## src/rtl/ps2_keyb_evfifo_pkg.sv

```systemverilog
// Shared definitions for the PS/2 keyboard event FIFO: default register
// addresses, status/control bit positions and the packed key-event type.
package ps2_keyb_pkg;

    localparam logic [7:0] SCANCODE_ADDR = 8'h04;
    localparam logic [7:0] KBSTATUS_ADDR = 8'h05;
    localparam logic [7:0] KBCTRL_ADDR   = 8'h0B;

    localparam int ST_BSY  = 7;
    localparam int ST_OVF  = 6;
    localparam int ST_FULL = 5;
    localparam int ST_IEN  = 4;
    localparam int ST_ERR  = 3;
    localparam int ST_RLS  = 2;
    localparam int ST_EXT  = 1;
    localparam int ST_NE   = 0;

    localparam int CTRL_FLUSH = 0;
    localparam int CTRL_IEN   = 1;

    typedef struct packed {
        logic       ext;
        logic       rls;
        logic [7:0] code;
    } kb_event_t;

endpackage

```

## src/rtl/ps2_keyb_evfifo_if.sv

```systemverilog
// ZX-Uno register bus as seen by the keyboard block.
// Strobes are levels: regrd/regwr are high while the CPU accesses zxuno_addr;
// the device answers combinationally on *_dout with active-low output enables.
interface ps2_keyb_evfifo_if;
    logic [7:0] zxuno_addr;
    logic       zxuno_regrd;
    logic       zxuno_regwr;
    logic [7:0] din;
    logic [7:0] scancode_dout;
    logic       oe_n_scancode;
    logic [7:0] kbstatus_dout;
    logic       oe_n_kbstatus;

    modport master (
        output zxuno_addr, zxuno_regrd, zxuno_regwr, din,
        input  scancode_dout, oe_n_scancode, kbstatus_dout, oe_n_kbstatus
    );

    modport slave (
        input  zxuno_addr, zxuno_regrd, zxuno_regwr, din,
        output scancode_dout, oe_n_scancode, kbstatus_dout, oe_n_kbstatus
    );
endinterface

```

## src/rtl/ps2_keyb_evfifo_fifo.sv

```systemverilog
// Synchronous FIFO with flush; a push into a full FIFO only succeeds when a
// pop happens in the same cycle, and a pop from an empty FIFO is ignored.
module ps2_event_fifo #(
    parameter int DEPTH_LOG2 = 4,
    parameter int WIDTH      = 10
) (
    input  logic                  clk,
    input  logic                  rst,
    input  logic                  push_i,
    input  logic                  pop_i,
    input  logic                  flush_i,
    input  logic [WIDTH-1:0]      data_i,
    output logic [WIDTH-1:0]      head_o,
    output logic                  empty_o,
    output logic                  full_o,
    output logic [DEPTH_LOG2:0]   count_o
);
    localparam int DEPTH = 1 << DEPTH_LOG2;
    localparam logic [DEPTH_LOG2:0] DEPTH_CNT = (DEPTH_LOG2 + 1)'(DEPTH);

    logic [WIDTH-1:0]      mem_q [DEPTH];
    logic [DEPTH_LOG2-1:0] wr_ptr_q, rd_ptr_q;
    logic [DEPTH_LOG2:0]   count_q, count_d;
    logic                  do_push, do_pop;

    assign empty_o = (count_q == '0);
    assign full_o  = (count_q == DEPTH_CNT);
    assign count_o = count_q;
    assign head_o  = mem_q[rd_ptr_q];

    assign do_pop  = pop_i & ~empty_o;
    assign do_push = push_i & (~full_o | do_pop);

    always_comb begin
        count_d = count_q;
        if (do_push && !do_pop) begin
            count_d = count_q + 1'b1;
        end else if (do_pop && !do_push) begin
            count_d = count_q - 1'b1;
        end
    end

    always_ff @(posedge clk) begin
        if (rst || flush_i) begin
            wr_ptr_q <= '0;
            rd_ptr_q <= '0;
            count_q  <= '0;
        end else begin
            if (do_push) begin
                mem_q[wr_ptr_q] <= data_i;
                wr_ptr_q        <= wr_ptr_q + 1'b1;
            end
            if (do_pop) begin
                rd_ptr_q <= rd_ptr_q + 1'b1;
            end
            count_q <= count_d;
        end
    end
endmodule

```

## src/rtl/ps2_keyb_evfifo.sv

```systemverilog
// Keyboard front end: buffers decoded PS/2 events for the ZX-Uno CPU, reports
// status/overflow, raises a level IRQ and forwards host commands to the keyboard.
// Optional TYPEMATIC_FILTER_EN drops auto-repeated make codes.
module ps2_keyb_evfifo
    import ps2_keyb_pkg::*;
#(
    parameter int         DEPTH_LOG2 = 4,
    parameter logic [7:0] SCANCODE   = SCANCODE_ADDR,
    parameter logic [7:0] KBSTATUS   = KBSTATUS_ADDR,
    parameter logic [7:0] KBCTRL     = KBCTRL_ADDR
) (
    input  logic                    clk,
    input  logic                    rst,
    input  logic                    scan_valid,
    input  logic [7:0]              scancode,
    input  logic                    extended,
    input  logic                    released,
    input  logic                    host_busy,
    input  logic                    host_error,
    ps2_keyb_evfifo_if.slave        bus,
    output logic [7:0]              host_data,
    output logic                    host_load,
    output logic                    kb_irq_n
);
    logic rd_sc, rd_st, wr_sc, wr_ctl;
    logic rd_sc_q, rd_st_q, wr_sc_q, wr_ctl_q;
    logic pop, push, flush, keep_ev, ctl_rise, sc_rise, ovf_set, ovf_clr;
    logic ovf_q, ovf_d, irq_en_q, irq_en_d, host_load_q, kb_irq_n_q;
    logic [7:0] host_data_q, host_data_d, status;
    kb_event_t new_ev, head_ev;
    logic fifo_empty, fifo_full;
    logic [DEPTH_LOG2:0] fifo_count;

    assign rd_sc  = bus.zxuno_regrd && (bus.zxuno_addr == SCANCODE);
    assign rd_st  = bus.zxuno_regrd && (bus.zxuno_addr == KBSTATUS);
    assign wr_sc  = bus.zxuno_regwr && (bus.zxuno_addr == SCANCODE);
    assign wr_ctl = bus.zxuno_regwr && (bus.zxuno_addr == KBCTRL);

    // Reads act on the falling edge so long strobes still count once.
    assign pop      = rd_sc_q & ~rd_sc;
    assign ovf_clr  = rd_st_q & ~rd_st;
    assign sc_rise  = wr_sc & ~wr_sc_q;
    assign ctl_rise = wr_ctl & ~wr_ctl_q;
    assign flush    = ctl_rise & bus.din[CTRL_FLUSH];
    assign push     = scan_valid & keep_ev & ~flush;
    assign ovf_set  = push & fifo_full & ~pop;

    assign new_ev = '{ext: extended, rls: released, code: scancode};

`ifdef TYPEMATIC_FILTER_EN
    logic       lm_valid_q, lm_valid_d, lm_ext_q, lm_ext_d, lm_match;
    logic [7:0] lm_code_q, lm_code_d;

    assign lm_match = lm_valid_q && (lm_ext_q == extended) && (lm_code_q == scancode);

    always_comb begin
        keep_ev    = 1'b1;
        lm_valid_d = lm_valid_q;
        lm_ext_d   = lm_ext_q;
        lm_code_d  = lm_code_q;
        if (flush) begin
            lm_valid_d = 1'b0;
        end else if (scan_valid) begin
            if (!released) begin
                if (lm_match) begin
                    keep_ev = 1'b0;
                end else begin
                    lm_valid_d = 1'b1;
                    lm_ext_d   = extended;
                    lm_code_d  = scancode;
                end
            end else if (lm_match) begin
                lm_valid_d = 1'b0;
            end
        end
    end

    always_ff @(posedge clk) begin
        if (rst) begin
            lm_valid_q <= 1'b0;
            lm_ext_q   <= 1'b0;
            lm_code_q  <= 8'h00;
        end else begin
            lm_valid_q <= lm_valid_d;
            lm_ext_q   <= lm_ext_d;
            lm_code_q  <= lm_code_d;
        end
    end
`else
    assign keep_ev = 1'b1;
`endif

    ps2_event_fifo #(
        .DEPTH_LOG2 (DEPTH_LOG2),
        .WIDTH      ($bits(kb_event_t))
    ) u_fifo (
        .clk     (clk),
        .rst     (rst),
        .push_i  (push),
        .pop_i   (pop),
        .flush_i (flush),
        .data_i  (new_ev),
        .head_o  (head_ev),
        .empty_o (fifo_empty),
        .full_o  (fifo_full),
        .count_o (fifo_count)
    );

    // Overflow set beats a same-cycle status-read clear; flush discards both.
    always_comb begin
        ovf_d = ovf_q;
        if (flush) begin
            ovf_d = 1'b0;
        end else if (ovf_set) begin
            ovf_d = 1'b1;
        end else if (ovf_clr) begin
            ovf_d = 1'b0;
        end
        irq_en_d    = ctl_rise ? bus.din[CTRL_IEN] : irq_en_q;
        host_data_d = (sc_rise && !host_busy) ? bus.din : host_data_q;
    end

    always_ff @(posedge clk) begin
        if (rst) begin
            rd_sc_q     <= 1'b0;
            rd_st_q     <= 1'b0;
            wr_sc_q     <= 1'b0;
            wr_ctl_q    <= 1'b0;
            ovf_q       <= 1'b0;
            irq_en_q    <= 1'b0;
            host_data_q <= 8'h00;
            host_load_q <= 1'b0;
            kb_irq_n_q  <= 1'b1;
        end else begin
            rd_sc_q     <= rd_sc;
            rd_st_q     <= rd_st;
            wr_sc_q     <= wr_sc;
            wr_ctl_q    <= wr_ctl;
            ovf_q       <= ovf_d;
            irq_en_q    <= irq_en_d;
            host_data_q <= host_data_d;
            host_load_q <= sc_rise & ~host_busy;
            kb_irq_n_q  <= ~(irq_en_q & ~fifo_empty);
        end
    end

    always_comb begin
        status          = 8'h00;
        status[ST_BSY]  = host_busy;
        status[ST_OVF]  = ovf_q;
        status[ST_FULL] = fifo_full;
        status[ST_IEN]  = irq_en_q;
        status[ST_ERR]  = host_error;
        status[ST_RLS]  = head_ev.rls & ~fifo_empty;
        status[ST_EXT]  = head_ev.ext & ~fifo_empty;
        status[ST_NE]   = (fifo_count != '0);
    end

    assign bus.scancode_dout = fifo_empty ? 8'h00 : head_ev.code;
    assign bus.kbstatus_dout = status;
    assign bus.oe_n_scancode = ~rd_sc;
    assign bus.oe_n_kbstatus = ~rd_st;

    assign host_data = host_data_q;
    assign host_load = host_load_q;
    assign kb_irq_n  = kb_irq_n_q;
endmodule

```

## src/flat_wrapper.sv

```systemverilog
// flat-port wrapper written by rule: the top's interface ports become plain ports
module ps2_keyb_evfifo_flat import ps2_keyb_pkg::*;
#(
    parameter int         DEPTH_LOG2 = 4,
    parameter logic [7:0] SCANCODE   = SCANCODE_ADDR,
    parameter logic [7:0] KBSTATUS   = KBSTATUS_ADDR,
    parameter logic [7:0] KBCTRL     = KBCTRL_ADDR
)
  (clk, rst, scan_valid, scancode, extended, released, host_busy, host_error, host_data, host_load, kb_irq_n, bus_zxuno_addr, bus_zxuno_regrd, bus_zxuno_regwr, bus_din, bus_scancode_dout, bus_oe_n_scancode, bus_kbstatus_dout, bus_oe_n_kbstatus);
  ps2_keyb_evfifo_if bus_i ();
  input  logic clk;
  input  logic rst;
  input  logic scan_valid;
  input  logic [7:0] scancode;
  input  logic extended;
  input  logic released;
  input  logic host_busy;
  input  logic host_error;
  output logic [7:0] host_data;
  output logic host_load;
  output logic kb_irq_n;
  input wire logic [$bits(bus_i.zxuno_addr)-1:0] bus_zxuno_addr;
  input wire logic [$bits(bus_i.zxuno_regrd)-1:0] bus_zxuno_regrd;
  input wire logic [$bits(bus_i.zxuno_regwr)-1:0] bus_zxuno_regwr;
  input wire logic [$bits(bus_i.din)-1:0] bus_din;
  output wire logic [$bits(bus_i.scancode_dout)-1:0] bus_scancode_dout;
  output wire logic [$bits(bus_i.oe_n_scancode)-1:0] bus_oe_n_scancode;
  output wire logic [$bits(bus_i.kbstatus_dout)-1:0] bus_kbstatus_dout;
  output wire logic [$bits(bus_i.oe_n_kbstatus)-1:0] bus_oe_n_kbstatus;
  assign bus_i.zxuno_addr = bus_zxuno_addr;
  assign bus_i.zxuno_regrd = bus_zxuno_regrd;
  assign bus_i.zxuno_regwr = bus_zxuno_regwr;
  assign bus_i.din = bus_din;
  assign bus_scancode_dout = bus_i.scancode_dout;
  assign bus_oe_n_scancode = bus_i.oe_n_scancode;
  assign bus_kbstatus_dout = bus_i.kbstatus_dout;
  assign bus_oe_n_kbstatus = bus_i.oe_n_kbstatus;
  ps2_keyb_evfifo #(.DEPTH_LOG2(DEPTH_LOG2), .SCANCODE(SCANCODE), .KBSTATUS(KBSTATUS), .KBCTRL(KBCTRL)) u_core (.clk(clk), .rst(rst), .scan_valid(scan_valid), .scancode(scancode), .extended(extended), .released(released), .host_busy(host_busy), .host_error(host_error), .bus(bus_i), .host_data(host_data), .host_load(host_load), .kb_irq_n(kb_irq_n));
endmodule
```

## config.mk

```make
export PLATFORM = sky130hd
export DESIGN_NAME = ps2_keyb_evfifo_flat
export DESIGN_NICKNAME = d
export VERILOG_FILES = /design/src/rtl/ps2_keyb_evfifo_pkg.sv /design/src/rtl/ps2_keyb_evfifo_if.sv /design/src/rtl/ps2_keyb_evfifo_fifo.sv /design/src/rtl/ps2_keyb_evfifo.sv /design/src/flat_wrapper.sv
export SDC_FILE = /design/constraint.sdc
export NUM_CORES = 1
export LEC_CHECK = 0
export ABC_CLOCK_PERIOD_IN_PS = 2900
export CORE_ASPECT_RATIO = 0.6
export CORE_MARGIN = 2
export CORE_UTILIZATION = 40
export DETAILED_ROUTE_END_ITERATION = 10
export MAX_ROUTING_LAYER = met4
export SLEW_MARGIN = 0
export SYNTH_ARGS = -nofsm -noshare
export SYNTH_HDL_FRONTEND = slang
export SYNTH_SLANG_ARGS = --single-unit
```

## constraint.sdc

```tcl
create_clock -name clk -period 2.9 [get_ports clk]
set_input_delay 0.58 -clock clk [delete_from_list [all_inputs] [get_ports clk]]
set_output_delay 0.58 -clock clk [all_outputs]
set_load 0.02 [all_outputs]
```

==> summary.txt <==
Power
  – Power Density: roughly 650 nW/um^2
  – Maximum VDD drop: roughly 0.38 mV
  – LEAKAGE: 3.40 nW
  – Total power draw: 0.00639 W

Clocking
  – Clock Tree Buf Depth: 2
  – CTS tree: done
  – Clk pin slew, worst setup/hold paths: 0.07 ns
  – Root buffer cell: clkbuf_16
  – CTS buffer count: 17
  – # H-tree levels: 4
  – Cts hold-fix bufs: 0
  – Clk sink count: 193
  – Worst-Skew Late Latency: around 0.43 ns

Finish
  – Nets: 584
  – Inserted Diodes: 0
  – Share of layout cells above drive strength 1: a little over a quarter
  – Area delta synth->final: 27.6%
  – Design Area, Final: approximately 10000 um^2

STA
  – FMAX: 356 MHz
  – RSZ-0062 raised after global routing: false
  – Final worst path period share: 96.7%
  – Fin. Hold Viols: 0
  – Slew margin rel.: 59.1%
  – Worst Tran Pin Value: 0.612 ns
  – Final Max Tran Viols: 0
  – Skew final: 0.00977 ns
  – Final setup viols: 0
  – Tmin final: about 2.8 ns

Route
  – Routed Antenna Nets: 0
  – Vias per cell: 5.28
  – DR iter-0 viols: 375
  – Final WL: about 16,000 um
  – DR WL/cell: between 20 and 25 um
  – DR vias: ~4,200
  – Pre-antenna DRT Iters: 5
  – DRC viols: 0

Floorplan
  – Placeable Area: 18,900 um^2
  – # rows: 39
  – Die H: ~110 um
  – IO Pins: 61
  – Die span in x: 183 um
  – Initial Utilization: 40.6%
  – Die Area: 20,400 um^2

Place
  – HPWL Detailed: between 10,000 and 15,000 um
  – Dpl cell area: 9040 um^2
  – PortBufs: 58
  – Global placer's final weighted congestion: 0.784

Yosys
  – Post-synth top area cell: edfxtp_1
  – Most frequent cell after synthesis: edfxtp_1
  – Top post-synthesis cells by area: edfxtp_1, mux4_2, dfxtp_1
  – Asr flop ratio synth: 0%
  – Mapped Nets: 471
  – Syn Std Cell Area: 7680 um^2
  – Count of flip-flops with a built-in enable after synthesis: 160
  – Synth warn: 0
  – Syn Inst Count: 427
  – Netlist cell types: 38
  – Area share of the largest cell type after synthesis: 62.5%
  – Synth Register Bits: 193
  – Main synth FF type: edfxtp_1
  – Mean Syn Cell Area: ~18 um^2
  – Top post-synthesis cells by count: edfxtp_1, mux4_2, dfxtp_1
  – Seq/Total Area, Yosys: between 70 and 80%

Run
  – Max-cap violations: 0

Critical path
  – Worst Setup Start Kind: primary input
  – Max FO, Critical Path: 4
  – WP data arrival: 3.13 ns
  – Worst setup EP type: flip-flop
  – WS Path Type: in -> reg
  – Req. time, crit path: 3.22 ns

Global routing
  – Grt ovf: 0
  – Vias in the first global route: between 4,000 and 5,000
  – Largest net degree at the start of global routing: 29
  – Initial antenna violation count: 0
  – First-pass GRT wire length: 24,700 um
  – Total GRT Usage: 17.3%

Worst hold path
  – Worst Hold Class: reg -> reg

Outcome
  – Status: finished, final reports clean
[registers in the layout, summed over array words and instances, names as in the netlist, named ones only]
register                cells
u_core.host_data            8
u_core.host_load            1
u_core.irq_en_q             1
u_core.kb_irq_n             1
u_core.ovf_q                1
u_core.rd_sc_q              1
u_core.rd_st_q              1
u_core.u_fifo.count_o       5
u_core.u_fifo.mem_q       160
u_core.u_fifo.rd_ptr_q      4
u_core.u_fifo.wr_ptr_q      4
u_core.wr_ctl_q             1
u_core.wr_sc_q              1
[cell type report]
type                            count  area, um^2
Clock buffer                       18         429
Multi-Input combinational cell    201        2130
Inverter                            9        36.3
Tap cell                          246         308
Sequential cell                   193        5470
Clock inverter                     14         226
Timing Repair Buffer              118        1200
Fill cell                        1538        9130
[report_power, final]
part	leakage [nW]	total, W	switching, W	internal (W)
Sequential	1.71	0.00309	0.0000349	0.00305
Clock	0.313	0.00256	0.00101	0.00155
Combinational	1.38	0.000749	0.000409	0.000340
[worst max-delay path: stages]
cell and delay (ns):
clkdlybuf4s50_1 0.46, nor4b_4 0.36, buf_4 0.18, nand3_2 0.09, nand3_2 0.12, ha_4 0.18, inv_4 0.05, buf_4 0.13
ha_1 0.20, o21a_1 0.19, or3_1 0.30, a21o_1 0.17, mux2i_1 0.11
[logic make-up (layout without fill, tap and decap cells)]
| kind of cell | count (synthesis) | count (layout) | synth area share (%) |
|---|---|---|---|
| buffers and inverters | 33 | 159 | 2.13 |
| AOI/OAI and AO/OA | 27 | 27 | 2.26 |
| muxes | 70 | 70 | 15.6 |
| DFF | 193 | 193 | 71.1 |
| and+or+nand+nor | 86 | 86 | 6.14 |
| adders and majority gates | 11 | 11 | 1.89 |
| xor gates and xnor gates | 7 | 7 | 0.798 |
[placed cells by master, fill, tap and decap left out, types with 7 or more instances in the layout]
master and count:
and3_1 17, dfxtp_1 31, inv_1 7, nor2_1 27, ha_1 8, buf_12 14, o22ai_1 10, dlygate4sd2_1 8
buf_4 46, mux4_2 40, edfxtp_1 160, nand2_1 8, clkdlybuf4s50_1 42, mux2i_1 29, clkbuf_16 17
[final timing paths]
kind	from	cells past startpoint	slack, ns	end
worst max register to register	u_core.u_fifo.count_o[0]	12	0.28	u_core.u_fifo.count_o[4]
worst min register to register	u_core.wr_sc_q	1	0.42	u_core.host_load
worst min-delay path	u_core.wr_sc_q	1	0.42	u_core.host_load
worst max-delay path	bus_zxuno_addr[0]	13	0.09	u_core.u_fifo.count_o[4]
[metal layers]
metal / track usage, % / vias up / part of all wire (%)
met1: 25.6 / 2200 / 50
met2: 24.1 / 102 / 44
li1: - / 1908 / -
met4: 4.64 / 0 / 0.83
met3: 4.02 / 11 / 5.1
met5: - / - / 0
[what timing repair did]
item                                    in CTS  in global routing
buffers inserted                             0                  7
resized for setup                           16                 14
pin swaps                                    0                  3
endpoints found under the setup margin      11                  6
[per-stage QoR]
stage	std cells	utilization, %	setup WS [ns]	hold slack, ns	setup TNS (ns)
after floorplan	427	-	-0.0681	0.391	-0.0681
after global placement	760	47.8	-0.392	0.397	-0.842
after detailed placement	760	47.8	-0.458	0.407	-1.18
after CTS	792	51.3	0.00282	0.418	0
after global routing	799	51.8	0.00248	0.455	0
final	799	51.8	0.0949	0.421	0
No activity file was read; power rests on OpenSTA's default activity.
